--- src/rtl/rpsc_pkg.sv ---
// Shared types and width helpers for the RPSC alarm transmitter.
// The frame widths are derived from the channel count.
package rpsc_pkg;

    typedef enum logic [1:0] {
        StIdle,
        StShift,
        StGap
    } state_e;

    function automatic int unsigned fo_w(input int unsigned n_ch);
        return $clog2(n_ch);
    endfunction

    function automatic int unsigned payload_w(input int unsigned n_ch);
        return n_ch + 2 + fo_w(n_ch);
    endfunction

    function automatic int unsigned frame_w(input int unsigned n_ch);
        return payload_w(n_ch) + 3;
    endfunction

endpackage

--- src/rtl/rpsc_sync.sv ---
// Multi-stage flop synchronizer for a bus of independent asynchronous lines.
module rpsc_sync #(
    parameter int unsigned Width  = 1,
    parameter int unsigned Stages = 2
) (
    input  logic             clk_i,
    input  logic             rst_ni,
    input  logic [Width-1:0] d_i,
    output logic [Width-1:0] q_o
);

    logic [Stages-1:0][Width-1:0] stage_q;

    always_ff @(posedge clk_i or negedge rst_ni) begin
        if (!rst_ni) begin
            stage_q <= '0;
        end else begin
            stage_q <= {stage_q[Stages-2:0], d_i};
        end
    end

    assign q_o = stage_q[Stages-1];

endmodule

--- src/rtl/rpsc_alarm_tx.sv ---
// Synchronizes latched-alarm/interlock lines, records the first-out channel and
// serializes a parity-protected status frame on a UART-style line.
module rpsc_alarm_tx
    import rpsc_pkg::*;
#(
    parameter int unsigned N_CH           = 8,
    parameter int unsigned BIT_DIV        = 16,
    parameter int unsigned SYNC_STAGES    = 2,
    parameter int unsigned REFRESH_CYCLES = 1000000
) (
    input  logic                    clk,
    input  logic                    reset,
    input  logic [N_CH-1:0]         la_in,
    input  logic                    interlock_in,
    input  logic                    clr_first_out,
    output logic                    tx_out,
    output logic                    tx_busy,
    output logic                    frame_sent,
    output logic                    fo_valid,
    output logic [fo_w(N_CH)-1:0]   fo_idx
);

    localparam int unsigned FoW      = fo_w(N_CH);
    localparam int unsigned PayloadW = payload_w(N_CH);
    localparam int unsigned FrameW   = frame_w(N_CH);
    localparam int unsigned DW       = $clog2(BIT_DIV);
    localparam int unsigned BW       = $clog2(FrameW);
    localparam int unsigned RW       = $clog2(REFRESH_CYCLES + 1);
    localparam logic [DW-1:0] DivLast     = DW'(BIT_DIV - 1);
    localparam logic [BW-1:0] BitLast     = BW'(FrameW - 1);
    localparam logic [RW-1:0] RefreshLast = RW'(REFRESH_CYCLES - 1);

    state_e state_q, state_d;

    logic [N_CH:0]     sync_s;
    logic [N_CH-1:0]   la_s, la_prev_q, rise;
    logic              il_s;
    logic [N_CH:0]     last_sent_q, last_sent_d;
    logic              pending_q, pending_d;
    logic [RW-1:0]     refresh_q, refresh_d;
    logic [DW-1:0]     div_q, div_d;
    logic [BW-1:0]     bit_q, bit_d;
    logic [FrameW-1:0] shift_q, shift_d;
    logic              frame_sent_q, frame_sent_d;
    logic              fo_valid_q, fo_valid_d;
    logic [FoW-1:0]    fo_idx_q, fo_idx_d, rise_idx;
    logic [PayloadW-1:0] payload;
    logic [FrameW-1:0] frame;
    logic              diff, div_last, bit_last;

    rpsc_sync #(
        .Width  (N_CH + 1),
        .Stages (SYNC_STAGES)
    ) u_sync (
        .clk_i  (clk),
        .rst_ni (reset),
        .d_i    ({interlock_in, la_in}),
        .q_o    (sync_s)
    );

    assign la_s     = sync_s[N_CH-1:0];
    assign il_s     = sync_s[N_CH];
    assign diff     = (sync_s != last_sent_q);
    assign div_last = (div_q == DivLast);
    assign bit_last = (bit_q == BitLast);
    assign rise     = la_s & ~la_prev_q;

    // Line order is LSB first: start, la, interlock, fo_valid, fo_idx, parity, stop.
    assign payload = {fo_idx_q, fo_valid_q, il_s, la_s};
    assign frame   = {1'b1, ^payload, payload, 1'b0};

    always_comb begin
        rise_idx = '0;
        for (int i = N_CH - 1; i >= 0; i--) begin
            if (rise[i]) rise_idx = FoW'(i);
        end
    end

    // A rise beats a simultaneous clear so the new first-out is never lost.
    always_comb begin
        fo_valid_d = fo_valid_q;
        fo_idx_d   = fo_idx_q;
        if ((|rise) && (!fo_valid_q || clr_first_out)) begin
            fo_valid_d = 1'b1;
            fo_idx_d   = rise_idx;
        end else if (clr_first_out) begin
            fo_valid_d = 1'b0;
            fo_idx_d   = '0;
        end
    end

    always_ff @(posedge clk or negedge reset) begin
        if (!reset) begin
            state_q <= StIdle;
        end else begin
            state_q <= state_d;
        end
    end

    always_comb begin
        state_d = state_q;
        unique case (state_q)
            StIdle:  if (pending_q) state_d = StShift;
            StShift: if (div_last && bit_last) state_d = StGap;
            StGap:   if (div_last) state_d = StIdle;
            default: state_d = StIdle;
        endcase
    end

    always_comb begin
        tx_out  = 1'b1;
        tx_busy = 1'b0;
        unique case (state_q)
            StIdle:  ;
            StShift: begin
                tx_out  = shift_q[0];
                tx_busy = 1'b1;
            end
            StGap:   tx_busy = 1'b1;
            default: ;
        endcase
    end

    always_comb begin
        div_d        = div_q;
        bit_d        = bit_q;
        shift_d      = shift_q;
        pending_d    = pending_q;
        last_sent_d  = last_sent_q;
        refresh_d    = refresh_q;
        frame_sent_d = 1'b0;
        unique case (state_q)
            StIdle: begin
                if (pending_q) begin
                    shift_d     = frame;
                    last_sent_d = sync_s;
                    pending_d   = 1'b0;
                    refresh_d   = '0;
                    div_d       = '0;
                    bit_d       = '0;
                end else begin
                    if (refresh_q != RefreshLast) refresh_d = refresh_q + RW'(1);
                    pending_d = diff || (refresh_d == RefreshLast);
                end
            end
            StShift: begin
                pending_d = pending_q || diff;
                if (div_last) begin
                    div_d = '0;
                    if (bit_last) begin
                        frame_sent_d = 1'b1;
                    end else begin
                        bit_d   = bit_q + BW'(1);
                        shift_d = {1'b1, shift_q[FrameW-1:1]};
                    end
                end else begin
                    div_d = div_q + DW'(1);
                end
            end
            StGap: begin
                pending_d = pending_q || diff;
                div_d     = div_last ? '0 : div_q + DW'(1);
            end
            default: ;
        endcase
    end

    always_ff @(posedge clk or negedge reset) begin
        if (!reset) begin
            la_prev_q    <= '0;
            last_sent_q  <= '0;
            pending_q    <= 1'b0;
            refresh_q    <= '0;
            div_q        <= '0;
            bit_q        <= '0;
            shift_q      <= '1;
            frame_sent_q <= 1'b0;
            fo_valid_q   <= 1'b0;
            fo_idx_q     <= '0;
        end else begin
            la_prev_q    <= la_s;
            last_sent_q  <= last_sent_d;
            pending_q    <= pending_d;
            refresh_q    <= refresh_d;
            div_q        <= div_d;
            bit_q        <= bit_d;
            shift_q      <= shift_d;
            frame_sent_q <= frame_sent_d;
            fo_valid_q   <= fo_valid_d;
            fo_idx_q     <= fo_idx_d;
        end
    end

    assign frame_sent = frame_sent_q;
    assign fo_valid   = fo_valid_q;
    assign fo_idx     = fo_idx_q;

endmodule

--- config.mk ---
export PLATFORM = sky130hd
export DESIGN_NAME = rpsc_alarm_tx
export DESIGN_NICKNAME = d
export VERILOG_FILES = /design/src/rtl/rpsc_pkg.sv /design/src/rtl/rpsc_sync.sv /design/src/rtl/rpsc_alarm_tx.sv
export SDC_FILE = /design/constraint.sdc
export NUM_CORES = 1
export LEC_CHECK = 0
export ABC_AREA = 1
export CORE_MARGIN = 2
export CORE_UTILIZATION = 65
export CTS_BUF_LIST = sky130_fd_sc_hd__clkbuf_16
export DETAILED_ROUTE_END_ITERATION = 10
export GPL_TIMING_DRIVEN = 1
export PLACE_DENSITY = 0.84
export SLEW_MARGIN = 20
export SYNTH_ARGS = -nofsm -noshare
export SYNTH_HDL_FRONTEND = slang
export SYNTH_SLANG_ARGS = --single-unit
--- constraint.sdc ---
create_clock -name clk -period 4.3 [get_ports clk]
set_input_delay 0.86 -clock clk [delete_from_list [all_inputs] [get_ports clk]]
set_output_delay 0.86 -clock clk [all_outputs]
set_load 0.1 [all_outputs]
==> impl_metrics.tcl <==
set metrics [dict create \
    ant_nets 0 \
    power_frac_clock_pct 25.5 \
    avgViaCountPerCell 5.77 \
    power.internal_w 0.00173 \
    dr.max_layer_used "met4" \
    slew_viol_final 0 \
    grt_pass1_wl_um 15800 \
    cp_max_fo 19 \
    met1_length_um 4000 \
    drt_wl_total_um 9120 \
    die_area_mm2 0.00737 \
    r2r-end "bit_q[0]" \
    switchingPower_w 0.00114 \
    clkTransAtPathRegs_ns 0.07 \
    ys_seq_area_share_pct 49.9 \
    synth.distinct_cells 42 \
    synth_ff_type "dfrtp_1" \
    yosys.area.top_type "dfrtp_1" \
    syn_area_per_cell_um2 8.64 \
    r2r_setup_slack_ns 1.28 \
    max_slew_margin_pct 35.3 \
    overflow 0 \
    hold_end "u_sync.q_o[2]" \
    cts_root_buf "clkbuf_16" \
    p_sw_share_pct 39.6 \
    post-dp-hpwl_um 6180 \
    num_rows 29 \
    seq_power_share_pct 40.8 \
    setup_tns_ns 0 \
    synth_common_cells "nand2_1 (126), dfrtp_1 (71), nor2_1 (53), inv_1 (48), o21ai_0 (32)" \
    placedInstanceArea_mm2 0.00456 \
    timing.rr.start "state_q[0]" \
    dieHeight_um 85.8 \
    wl_per_cell_um 15.1 \
    clk_latency_ns 0.34 \
    initial_core_util_pct 67.8 \
    p_leak_nw 2.15 \
    skew_ns 0.00577 \
    critPathKind "flop to output pin" \
    core_mm2 0.00642 \
    grtUsageTotal_pct 27.3 \
    async_flop_share_pct 100 \
    endpoint_kind "output pin" \
    die_x_um 85.8 \
    hold_viol 0 \
    ys_ff_latch 86 \
    syn_inst 504 \
    path_cells "inv_1, ha_1, nand2_1, clkdlybuf4s50_1" \
    yosysMostFrequentCell "nand2_1" \
    drcViolationCount 0 \
    grt_max_degree 87 \
    dp_cells 586 \
    fin_nets 539 \
    cts.path.max_buffers 2 \
    postLayoutCellArea_mm2 0.00484 \
    ios 19 \
    hold_depth 0 \
    yosys_warnings 0 \
    max_stage_delay_ns 1.14 \
    required_ns 3.44 \
    cap_violations 0 \
    drtIter0Drc 297 \
    worst_pin_slew_ns 0.967 \
    syn-num-nets 523 \
    antenna_found_initial 0 \
    start_kind "flop" \
    grt_pass1_vias 3419 \
    synthesis.area_mm2 0.00435 \
    fin_cells 602 \
    timing.hold.worst.start "u_sync.stage_q[2]" \
    cp_slowest_cell "clkdlybuf4s50_1" \
    area_growth_pct 11.2 \
    num_vias 3476 \
    status "completed" \
    wl_met3_um 514 \
    finalWeightedCongestion 0.869 \
    hp-class "flop to flop" \
    cp.arrival_ns 2.48 \
    cts_hold_buf 0 \
    post_cts_buffers 0 \
    rsz0062_at_grt "no" \
    reg2reg_depth 9 \
    p_comb_share_pct 33.7 \
    ir_drop_mv 0.316 \
    drive_gt1_share_pct 12.8 \
    drt-pass1-iter-count 7 \
    cts_resized 0 \
    min_period_ns 3.34 \
    n_antenna_cell 0 \
    setup_viol 0 \
    fin_crit_sh_pct 77.6 \
    cts_buffers 9 \
    cts_tree "yes" \
    dr_wl_met2_um 4400 \
    numPortBuffers 18 \
    final_core_utilization_pct 75.4 \
    fmax_mhz 300 \
    cts_max_level 3 \
    cellPowerDensity_mw_per_mm2 592 \
    synth.top_cells.by_area "dfrtp_1 (41%), nand2_1 (11%), dfstp_2 (9.1%)" \
    p_total_w 0.00287 \
    synth_edf_count 0 \
    synth_top_cell_area_share_pct 40.8 \
    clock_sinks 86 \
]
## final cells by class
class                   instances  area (um^2)
flip-flops and latches         86         2170
repair buffers                 18          181
clock inverters                 7         55.1
multi-input cells             350         1910
clock buffers                   9          225
inverters                      55          208
fillers                       454         1580
well taps                      77         96.3
## cells in the final DEF, fill, tap and decap left out, types with 4 or more instances in the layout
master	n
nand2_1	126
dfrtp_1	71
nor2_1	53
inv_1	48
o21ai_0	32
nand3_1	23
clkdlybuf4s50_1	17
dfstp_2	15
xnor2_1	13
a31oi_1	12
xor2_1	12
o22ai_1	11
nand4_1	10
nor2_4	9
clkbuf_16	9
a21oi_1	7
ha_1	7
nand2_2	5
nor2_2	4
inv_2	4
## logic make-up (layout without fill, tap and decap cells)
logic type / after synthesis / in the layout / synth area share, %
AOI/OAI and AO/OA: 72 / 72 / 9.66
adders and majority gates: 7 / 7 / 2.01
muxes: 2 / 2 / 0.488
and+or+nand+nor: 242 / 242 / 25.9
xor gates and xnor gates: 27 / 27 / 5.78
DFF: 86 / 86 / 49.9
buffers and inverters: 68 / 89 / 6.35
## worst max path at each step
stage / cells past startpoint / slack, ns / startpoint / endpoint
2_1_floorplan: 5 / 1.81 / state_q[1] / tx_out
3_3_place_gp: 4 / 1.35 / state_q[1] / tx_out
3_5_place_dp: 4 / 1.30 / state_q[1] / tx_out
4_1_cts: 4 / 0.95 / state_q[1] / tx_out
5_1_grt: 4 / 0.85 / state_q[1] / tx_out
6_report: 4 / 0.96 / state_q[1] / tx_out
## critical path: cells and delay by family, from the launching register on
kind | cells | cell delay (ns)
AND/OR/NAND/NOR | 1 | 0.15
buffers and inverters | 2 | 1.21
adder cells (fa/ha/maj) | 1 | 0.39
flip-flops | 1 | 0.39
## state kept, by name, indices dropped and copies added, names as in the netlist
| register | flops |
|---|---|
| bit_q | 4 |
| div_q | 4 |
| fo_idx | 3 |
| fo_valid | 1 |
| frame_sent | 1 |
| la_prev_q | 8 |
| last_sent_q | 9 |
| pending_q | 1 |
| refresh_q | 20 |
| shift_q | 15 |
| state_q | 2 |
| u_sync.q_o | 9 |
| u_sync.stage_q | 9 |
## routing by layer
layer | vias up | track usage [%]
li1 | 1660 | -
met1 | 1665 | 36.5
met3 | 26 | 5.10
met2 | 125 | 44.6
met4 | 0 | 10.7
met5 | - | 0
## metrics by stage
| stage | hold WS [ns] | setup slack (ns) |
|---|---|---|
| 6_report | 0.346 | 0.962 |
| 5_1_grt | 0.355 | 0.853 |
| 4_1_cts | 0.349 | 0.948 |
| 3_5_place_dp | 0.335 | 1.30 |
| 3_3_place_gp | 0.332 | 1.35 |
| 2_1_floorplan | 0.331 | 1.81 |
## power groups by stage
| stage | clock [W] | combinational (W) | sequential (W) |
|---|---|---|---|
| after floorplan | 0 | 0.000773 | 0.00115 |
| after global placement | 0 | 0.000919 | 0.00117 |
| after detailed placement | 0 | 0.000958 | 0.00118 |
| after CTS | 0.000741 | 0.000969 | 0.00117 |
| after global routing | 0.000774 | 0.00109 | 0.00119 |
| final | 0.000731 | 0.000968 | 0.00117 |
Power figures use the tool's default switching activity.
